--- src/rtl/mcp300x_scanner.sv ---
// Round-robin scan engine for MCP3004/3008 SPI A/D converters with a per-channel result bank.
// Define MCP300X_SCAN_AVG_EN to store the average of every four conversions per channel.
module mcp300x_scanner #(
  parameter int unsigned DIVIDER     = 12,
  parameter int unsigned N_CHN       = 8,
  parameter int unsigned CS_HI_TICKS = 2
) (
  input  logic             clk_i,
  input  logic             rst_ni,
  input  logic             run_i,
  input  logic             single_i,
  input  logic [N_CHN-1:0] chn_mask_i,
  input  logic [2:0]       rd_chn_i,
  output logic [9:0]       rd_data_o,
  output logic [N_CHN-1:0] valid_o,
  output logic             eoc_o,
  output logic [2:0]       eoc_chn_o,
  output logic             busy_o,
  output logic             ad_ncs_o,
  output logic             ad_clk_o,
  output logic             ad_din_o,
  input  logic             ad_dout_i
);

  localparam int unsigned DivW     = (DIVIDER > 1) ? $clog2(DIVIDER) : 1;
  localparam int unsigned HiW      = (CS_HI_TICKS > 1) ? $clog2(CS_HI_TICKS + 1) : 1;
  localparam logic [5:0]  LastHalf = 6'd33;

  typedef enum logic [2:0] {StIdle, StSetup, StShift, StDone, StCsHi} state_e;

  // ---------------------------------------------------------------------------
  // SPI half-period tick
  // ---------------------------------------------------------------------------
  logic [DivW-1:0] div_q;
  logic            tick;

  assign tick = (div_q == DivW'(DIVIDER - 1));

  always_ff @(posedge clk_i or negedge rst_ni) begin
    if (!rst_ni) begin
      div_q <= '0;
    end else if (tick) begin
      div_q <= '0;
    end else begin
      div_q <= div_q + 1'b1;
    end
  end

  // ---------------------------------------------------------------------------
  // Channel selection
  // ---------------------------------------------------------------------------
  function automatic logic [2:0] next_chn(input logic [2:0] cur, input logic [N_CHN-1:0] mask);
    logic       found;
    logic [2:0] res;
    found = 1'b0;
    res   = cur;
    for (int i = 0; i < int'(N_CHN); i++) begin
      if (!found && mask[i] && (i > int'(cur))) begin
        res   = 3'(i);
        found = 1'b1;
      end
    end
    // Nothing above the current channel: wrap to the lowest enabled one.
    for (int i = 0; i < int'(N_CHN); i++) begin
      if (!found && mask[i]) begin
        res   = 3'(i);
        found = 1'b1;
      end
    end
    return res;
  endfunction

  state_e          state_q;
  logic [5:0]      half_q;
  logic [HiW-1:0]  hi_q;
  logic [2:0]      chn_q;
  logic [9:0]      sr_q;
  logic            ncs_q;
  logic            sclk_q;
  logic            din_q;
  logic            busy_q;
  logic [2:0]      chn_nxt;
  logic            start_ok;
  logic [4:0]      rise_k;
  logic            din_nxt;

  assign chn_nxt  = next_chn(chn_q, chn_mask_i);
  assign start_ok = run_i && (|chn_mask_i);
  assign rise_k   = half_q[5:1];

  // Command bit presented on fall k, sampled by the A/D on rise k+1.
  always_comb begin
    din_nxt = 1'b0;
    case (rise_k)
      5'd0:    din_nxt = single_i;
      5'd1:    din_nxt = chn_q[2];
      5'd2:    din_nxt = chn_q[1];
      5'd3:    din_nxt = chn_q[0];
      default: din_nxt = 1'b0;
    endcase
  end

  // ---------------------------------------------------------------------------
  // Frame sequencer; half_q counts SCLK half periods (even = rise, odd = fall)
  // ---------------------------------------------------------------------------
  always_ff @(posedge clk_i or negedge rst_ni) begin
    if (!rst_ni) begin
      state_q <= StIdle;
      half_q  <= '0;
      hi_q    <= '0;
      chn_q   <= 3'(N_CHN - 1);
      sr_q    <= '0;
      ncs_q   <= 1'b1;
      sclk_q  <= 1'b0;
      din_q   <= 1'b0;
      busy_q  <= 1'b0;
    end else if (tick) begin
      unique case (state_q)
        StIdle: begin
          if (start_ok) begin
            chn_q   <= chn_nxt;
            ncs_q   <= 1'b0;
            busy_q  <= 1'b1;
            din_q   <= 1'b1;
            state_q <= StSetup;
          end
        end
        StSetup: begin
          sclk_q  <= 1'b1;
          half_q  <= 6'd1;
          state_q <= StShift;
        end
        StShift: begin
          half_q <= half_q + 6'd1;
          if (half_q[0]) begin
            sclk_q <= 1'b0;
            din_q  <= din_nxt;
            if (half_q == LastHalf) begin
              state_q <= StDone;
            end
          end else begin
            sclk_q <= 1'b1;
            if (rise_k >= 5'd7) begin
              sr_q <= {sr_q[8:0], ad_dout_i};
            end
          end
        end
        StDone: begin
          ncs_q   <= 1'b1;
          busy_q  <= 1'b0;
          hi_q    <= '0;
          state_q <= StCsHi;
        end
        StCsHi: begin
          if (hi_q == HiW'(CS_HI_TICKS - 1)) begin
            if (start_ok) begin
              chn_q   <= chn_nxt;
              ncs_q   <= 1'b0;
              busy_q  <= 1'b1;
              din_q   <= 1'b1;
              state_q <= StSetup;
            end else begin
              state_q <= StIdle;
            end
          end else begin
            hi_q <= hi_q + 1'b1;
          end
        end
        default: state_q <= StIdle;
      endcase
    end
  end

  assign ad_ncs_o = ncs_q;
  assign ad_clk_o = sclk_q;
  assign ad_din_o = din_q;
  assign busy_o   = busy_q;

  // ---------------------------------------------------------------------------
  // Result bank
  // ---------------------------------------------------------------------------
  logic             wr_en;
  logic [9:0]       res_q [N_CHN];
  logic [N_CHN-1:0] valid_q;
  logic             eoc_q;
  logic [2:0]       eoc_chn_q;
  logic [9:0]       rd_data_q;

  assign wr_en = tick && (state_q == StDone);

`ifdef MCP300X_SCAN_AVG_EN
  logic [11:0] acc_q [N_CHN];
  logic [1:0]  cnt_q [N_CHN];
  logic [11:0] acc_sum;

  assign acc_sum = acc_q[chn_q] + {2'b00, sr_q};

  always_ff @(posedge clk_i or negedge rst_ni) begin
    if (!rst_ni) begin
      for (int i = 0; i < int'(N_CHN); i++) begin
        res_q[i] <= '0;
        acc_q[i] <= '0;
        cnt_q[i] <= '0;
      end
      valid_q   <= '0;
      eoc_q     <= 1'b0;
      eoc_chn_q <= '0;
    end else begin
      eoc_q <= 1'b0;
      if (wr_en) begin
        if (cnt_q[chn_q] == 2'd3) begin
          res_q[chn_q]   <= acc_sum[11:2];
          acc_q[chn_q]   <= '0;
          cnt_q[chn_q]   <= '0;
          valid_q[chn_q] <= 1'b1;
          eoc_q          <= 1'b1;
          eoc_chn_q      <= chn_q;
        end else begin
          acc_q[chn_q] <= acc_sum;
          cnt_q[chn_q] <= cnt_q[chn_q] + 2'd1;
        end
      end
    end
  end
`else
  always_ff @(posedge clk_i or negedge rst_ni) begin
    if (!rst_ni) begin
      for (int i = 0; i < int'(N_CHN); i++) begin
        res_q[i] <= '0;
      end
      valid_q   <= '0;
      eoc_q     <= 1'b0;
      eoc_chn_q <= '0;
    end else begin
      eoc_q <= 1'b0;
      if (wr_en) begin
        res_q[chn_q]   <= sr_q;
        valid_q[chn_q] <= 1'b1;
        eoc_q          <= 1'b1;
        eoc_chn_q      <= chn_q;
      end
    end
  end
`endif

  // A read colliding with a write returns the pre-write value.
  always_ff @(posedge clk_i or negedge rst_ni) begin
    if (!rst_ni) begin
      rd_data_q <= '0;
    end else if (32'(rd_chn_i) < N_CHN) begin
      rd_data_q <= res_q[rd_chn_i];
    end else begin
      rd_data_q <= '0;
    end
  end

  assign rd_data_o = rd_data_q;
  assign valid_o   = valid_q;
  assign eoc_o     = eoc_q;
  assign eoc_chn_o = eoc_chn_q;

endmodule

--- config.mk ---
export PLATFORM = sky130hd
export DESIGN_NAME = mcp300x_scanner
export DESIGN_NICKNAME = d
export VERILOG_FILES = /design/src/rtl/mcp300x_scanner.sv
export SDC_FILE = /design/constraint.sdc
export NUM_CORES = 1
export LEC_CHECK = 0
export CAP_MARGIN = 10
export CORE_MARGIN = 4
export CORE_UTILIZATION = 40
export DETAILED_ROUTE_END_ITERATION = 16
export GPL_ROUTABILITY_DRIVEN = 0
export PLACE_DENSITY = 0.65
export SETUP_SLACK_MARGIN = 0.2
export SKIP_CTS_REPAIR_TIMING = 1
export SYNTH_ARGS = -nofsm -noshare
export SYNTH_HDL_FRONTEND = slang
export SYNTH_SLANG_ARGS = --single-unit
--- constraint.sdc ---
create_clock -name clk_i -period 3.8 [get_ports clk_i]
set_clock_uncertainty 0.1 [all_clocks]
set_input_delay 0.38 -clock clk_i [delete_from_list [all_inputs] [get_ports clk_i]]
set_output_delay 0.38 -clock clk_i [all_outputs]
set_load 0.05 [all_outputs]
==> metrics.md, run 1 <==
| Metric | Value |
|---|---|
| Wirelength per Cell | `between 15 and 20 um` |
| MaxCap Viol Count | `0` |
| Post-Route Setup TNS | `0 ns` |
| Worst setup path end | `res_q[66]` |
| Failing checks | `negative hold slack` |
| Post-layout util | `49.17%` |
| Crit end category | `flip-flop` |
| Crit Path Category | `flip-flop to flip-flop` |
| Starting Density | `41.12%` |
| Worst R2R Start | `div_q[0]` |
| Std-Cell Rows | `45` |
| WL final | `12560 um` |
| Commonest non-fill, non-tap cells in the layout | `dfrtp_1 (129), mux2_2 (64), clkdlybuf4s50_1 (40)` |
| Crit-path max FO | `11` |
| Headroom to the max-slew limit | `a little under 40%` |
| Reg power frac | `between 40% and 50%` |
| Reg2reg end | `res_q[66]` |
| EDFF count, synth | `0` |
| Hold Crit Class | `primary input to async pin` |
| Slew Limit Fails | `0` |
| Cell internal pwr | `between 2 and 3 mW` |
| Critical path's slowest cell | `or3_1` |
| CP required | `around 4.0 ns` |
| Worst skew pair latency | `between 0.4 and 0.5 ns` |
| Critical Path Stages | `7` |
| Total grt overflow | `0` |
| LEAKAGE | `~3.5 nW` |
| First-pass DRT Iterations | `4` |
| Critical Path Source | `div_q[0]` |
| Ys Warns | `0` |
| R2R setup slack | `just under 1 ns` |
| Root buf cell | `clkbuf_16` |
| Status | `complete, but fails checks` |
| Reg clk slew, reported paths | `0.06 ns` |
| Area grow syn2layout | `19.56%` |
| R2r worst-path depth | `7` |
| Share of cells above drive strength 1 | `between 30% and 40%` |
| Worst path arrival time | `3.03 ns` |
| Antenna violations before repair | `0` |
| Drt first-iter violations | `around 160` |
| Gate Count Post-Synth | `438` |
| Die W | `approximately 130 um` |
| Die height | `~130 um` |
| Commonest non-fill, non-tap cell in the layout | `dfrtp_1` |
| Syn Area/Cell | `~14 sq um` |
| VDD IR max | `318.5 uV` |
| Clock power share | `52.1%` |
| Detailed placer's ending HPWL | `7788 um` |
| Fin nets | `495` |
| Synthesized area | `6275 sq um` |
| Post-layout min period | `2.827 ns` |
| Design Power | `roughly 3.7 mW` |
| Asr flop ratio synth | `between 90% and 100%` |
| Port Buf Inserts | `41` |
| CTS Buf Count | `17` |
| Global Route Usage Sum | `between 10% and 20%` |
| Final hold vios | `36` |
| First-pass GRT wire length | `21220 um` |
| Routed Antenna Nets | `0` |
| FMAX | `between 0.3 and 0.4 GHz` |
| Worst path max stage delay | `slightly above 0.6 ns` |
| Sequential area share after synthesis | `approximately 53%` |
| WP buf/inv | `1` |
| Vias in the first global route | `a little under 4000` |
| Worst-margin pin slew | `0.9094 ns` |
| Switch Pwr | `0.8405 mW` |
| CTS max path bufs | `2` |
| Power Dens Cells | `around 490 nW/um^2` |
| Critical Path, Cell by Cell | `ha_1 > nand3b_4 > or3_1 > inv_12 > nand2_4 > nor3_4 > mux2_2` |
| Fin crit share | `74.40%` |
| Comb power frac | `~7%` |
| Die Area | `between 15000 and 20000 sq um` |
| Placeable Area | `roughly 15000 sq um` |
| Flops & latches, synth | `133` |
| Fill cells | `between 1000 and 1500` |
| Crit-path leading delay family | `simple AND/OR/NAND/NOR gates` |
| RSZ-0062 raised after global routing | `no` |
| DR vias/cell | `approximately 5.2` |
| Synth cell types | `between 50 and 60` |
| Io pins | `42` |
| Smallest hold slack | `-0.04548 ns` |
| Sw frac | `between 20% and 30%` |
| Diodes inserted | `0` |
| Commonest register cell after synthesis | `dfrtp_1` |
| H-tree levels | `4` |
| Synth Net Count | `458` |
| DRC | `0` |
| Final setup viols | `0` |
| Worst Setup Start Kind | `flip-flop` |
| Clk sinks | `133` |
| DR vias | `approximately 3700` |
| CTS tree | `built` |
| Pin count of the biggest net entering global routing | `100` |
## worst reg2reg max path: cells and delay by family (launching register included)
family | cells | cell delay, ns
buffers and inverters | 1 | 0.19
adders and majority gates | 1 | 0.25
DFF | 1 | 0.36
muxes | 1 | 0.42
and+or+nand+nor | 4 | 1.39
## Yosys cell counts (5+ instances only)
master	instances	area, sq um
o21ai_0	17	85.08
or2_2	6	37.54
mux4_2	21	473.0
a21oi_1	7	35.03
nand3_1	6	30.03
nand2_1	20	75.07
dfrtp_1	129	3228
inv_1	9	33.78
buf_1	10	37.54
mux2_2	64	720.7
buf_6	7	78.83
mux2_4	36	540.5
buf_4	5	37.54
nor2_1	18	67.56
nand2b_1	10	62.56
## stage by stage
| step | setup slack (ns) | instances | hold WS, ns | area [sq um] |
|---|---|---|---|---|
| 6_report | 0.9730 | 699 | -0.04548 | 7502 |
| 4_1_cts | 0.9334 | 699 | -0.01313 | 7502 |
| 3_5_place_dp | 0.9772 | 667 | 0.3529 | 6807 |
| 2_1_floorplan | 1.632 | 438 | -0.01559 | 6275 |
| 3_3_place_gp | 1.061 | 667 | 0.3482 | 6807 |
| 5_1_grt | 0.8070 | 699 | 0.01954 | 7502 |
## final cells by class
class,count,area (sq um),share of cell area (%)
inverters,10,50.05,0.6671
clock inverters,13,252.7,3.369
repair buffers,46,449.2,5.987
multi-input cells,267,2710,36.12
well taps,211,264.0,3.519
clock buffers,19,442.9,5.904
flip-flops and latches,133,3333,44.43
## power by group through the flow
stage	Combinational, mW	Sequential, mW	Clock (mW)
2_1_floorplan	0.161	1.53	0
3_3_place_gp	0.254	1.54	0
3_5_place_dp	0.261	1.54	0
4_1_cts	0.262	1.51	1.97
5_1_grt	0.286	1.52	2.03
6_report	0.259	1.51	1.93
## registers in the layout (all words and copies together), names as in the netlist, 2 cells and up
signal	count
res_q	80
rd_data_o	10
sr_q	10
valid_o	8
half_q	6
div_q	4
chn_q	3
eoc_chn_o	3
state_q	3
hi_q	2
## worst min path at each step
| stage | from | to | slack [ns] | cells after the start |
|---|---|---|---|---|
| 3_5_place_dp | valid_o[4] | valid_o[4] | 0.35 | 1 |
| 3_3_place_gp | valid_o[5] | valid_o[5] | 0.35 | 1 |
| 4_1_cts | rst_ni | res_q[17] | -0.01 | 1 |
| 5_1_grt | rst_ni | res_q[17] | 0.02 | 1 |
| 6_report | rst_ni | res_q[17] | -0.05 | 1 |
| 2_1_floorplan | rst_ni | ad_din_o | -0.02 | 0 |
## routing by layer
metal  up-vias  global-route usage, %  wire length (um)
met2        78                  23.36              5925
met4         0                  5.314               189
met1      1897                  20.64              5812
li1       1674                      -                 -
met5         -                      0                 0
met3        17                  5.060               637
## cell families after synthesis
family | Yosys count | share of synthesized area (%)
XOR/XNOR | 1 | 0.1396
AND/OR/NAND/NOR | 93 | 9.651
buffers and inverters | 38 | 3.689
adder cells (fa/ha/maj) | 4 | 0.7976
AO/OA/AOI/OAI | 48 | 4.965
multiplexers | 121 | 27.64
flip-flops | 133 | 53.12
No activity file was read; power rests on OpenSTA's default activity.
==> run 2, diff against run 1 <==
clock period = 2.8 ns   (was 3.8 ns; I/O delays follow)
==> metrics.md, run 2 (synthesized netlist as in run 1, its figures left out) <==
| Metric | Value |
|---|---|
| Post-layout min period | `between 2 and 2.5 ns` |
| Cell internal pwr | `3.348 mW` |
| Crit-path max FO | `15` |
| Reg power frac | `44.8%` |
| Smallest hold slack | `slightly below 0.3 ns` |
| CTS tree | `built` |
| Final setup viols | `0` |
| H-tree levels | `4` |
| Critical Path Stages | `5` |
| Critical Path Source | `chn_q[0]` |
| Worst path max stage delay | `between 0.8 and 0.9 ns` |
| CP required | `about 3.0 ns` |
| DR vias/cell | `5.313` |
| Met1 Use GR | `20.65%` |
| Met3 GRT Util | `roughly 3.7%` |
| Max FFs per register | `80` |
| VDD IR max | `about 410 uV` |
| Busiest grt layer | `met2` |
| Switch Pwr | `1.209 mW` |
| Port Buf Inserts | `a little over 40` |
| Worst-margin pin slew | `~0.72 ns` |
| Headroom to the max-slew limit | `51.95%` |
| Die Area | `~18000 sq um` |
| Drt first-iter violations | `272` |
| Global Route Usage Sum | `between 10% and 20%` |
| Routed Antenna Nets | `0` |
| First-pass DRT Iterations | `4` |
| WP buf/inv | `0` |
| Pin count of the biggest net entering global routing | `57` |
| Crit Path Category | `flip-flop to flip-flop` |
| Fin crit share | `87.40%` |
| LEAKAGE | `between 3 and 4 nW` |
| Vias in the first global route | `around 4000` |
| Fin nets | `between 500 and 600` |
| Comb power frac | `about 8.2%` |
| Power Dens Cells | `611.7 nW/um^2` |
| WL final | `between 10000 and 15000 um` |
| Clk sinks | `133` |
| Die height | `around 130 um` |
| Crit-path leading delay family | `simple AND/OR/NAND/NOR gates` |
| Placeable Area | `~15000 sq um` |
| Diodes inserted | `0` |
| DR vias | `about 3800` |
| Wirelength per Cell | `roughly 18 um` |
| Reg clk slew, reported paths | `approximately 0.060 ns` |
| Std-Cell Rows | `between 40 and 50` |
| Commonest non-fill, non-tap cells in the layout | `dfrtp_1 (129), mux2_2 (64), clkdlybuf4s50_1 (40)` |
| Post-Route Setup TNS | `0 ns` |
| Crit end category | `flip-flop` |
| Worst Setup Start Kind | `flip-flop` |
| Critical Path, Cell by Cell | `nor3b_1 > nor4_1 > nand3_1 > or4_1 > a31oi_1` |
| MaxCap Viol Count | `0` |
| Total grt overflow | `0` |
| Worst skew pair latency | `a little over 0.4 ns` |
| FMAX | `between 0.4 and 0.5 GHz` |
| Critical path's slowest cell | `dfstp_2` |
| Die W | `between 100 and 150 um` |
| Met2 GRT Util | `a little under a quarter` |
| RSZ-0062 raised after global routing | `no` |
| CTS Buf Count | `17` |
| Share of cells above drive strength 1 | `38.38%` |
| Area grow syn2layout | `18.74%` |
| Worst setup path end | `chn_q[0]` |
| DRC | `0` |
| Commonest non-fill, non-tap cell in the layout | `dfrtp_1` |
| CTS max path bufs | `2` |
| Clock power share | `~47%` |
| R2R setup slack | `about 0.35 ns` |
| Status | `finished, final reports clean` |
| Final hold vios | `0` |
| Hold Crit Class | `primary input to async pin` |
| Detailed placer's ending HPWL | `7869 um` |
| Sw frac | `between 20% and 30%` |
| First-pass GRT wire length | `~21000 um` |
| Most flop-heavy register | `res_q` |
| Reg2reg end | `chn_q[0]` |
| Starting Density | `about two fifths` |
| Root buf cell | `clkbuf_16` |
| Io pins | `42` |
| R2r worst-path depth | `5` |
| Slew Limit Fails | `0` |
| Worst R2R Start | `chn_q[0]` |
| Antenna violations before repair | `0` |
| Worst path arrival time | `2.68 ns` |
run 2: cell count changes in the layout (fill, tap and decap cells not counted), sizes merged:
cell / change
clkbuf: -2
dlygate4sd3: +1
bufinv: -6
clkinv: +4
buf: +6
clkinvlp: -1
inv: +5
run 2: layout make-up:
type	count	area [sq um]
clock buffer	17	425.4
clock inverter	15	146.4
fill	1301	7807
inverter	10	50.05
multi-input combinational	267	2715
sequential	133	3333
tap	211	264.0
timing repair buffer	53	516.7
run 2: stage by stage:
stage	util [%]	cells	instance area, sq um	setup WS, ns	power, mW
global route	48.83	706	7451	0.2997	4.741
detailed placement	44.99	673	6864	0.2512	2.447
global placement	44.99	673	6864	0.3211	2.438
CTS	48.73	705	7436	0.2492	4.600
finish	48.83	706	7451	0.3529	4.557
floorplan	-	438	6275	0.6321	2.295
run 2: worst register-to-register path, cell delays in order (launching register included):
cell and delay [ns]:
dfstp_2 0.82, nor3b_1 0.14, nor4_1 0.43, nand3_1 0.19, or4_1 0.51, a31oi_1 0.19
run 2: how the worst min path moves through the flow:
stage	startpoint	slack [ns]	depth (start not counted)	end
after CTS	rst_ni	-0.28	1	rd_data_o[6]
after global placement	rst_ni	0.17	1	valid_o[6]
after global routing	rst_ni	0.33	2	valid_o[6]
after detailed placement	rst_ni	0.17	1	rd_data_o[6]
after floorplan	rst_ni	-0.12	0	ad_din_o
final	rst_ni	0.29	2	valid_o[6]
run 2: layer usage:
metal / part of all wire, % / routed length (um) / vias up
met1: 46 / 5819 / 1938
met4: 1.6 / 201 / 0
met2: 48 / 6091 / 94
met5: 0 / 0 / -
met3: 4.1 / 516 / 18
li1: - / - / 1701
run 2: power by group through the flow:
stage | logic (mW) | clock network, mW | registers (mW)
detailed placement | 0.374 | 0 | 2.07
floorplan | 0.219 | 0 | 2.08
global placement | 0.366 | 0 | 2.07
global route | 0.408 | 2.28 | 2.05
CTS | 0.376 | 2.18 | 2.04
finish | 0.373 | 2.14 | 2.04
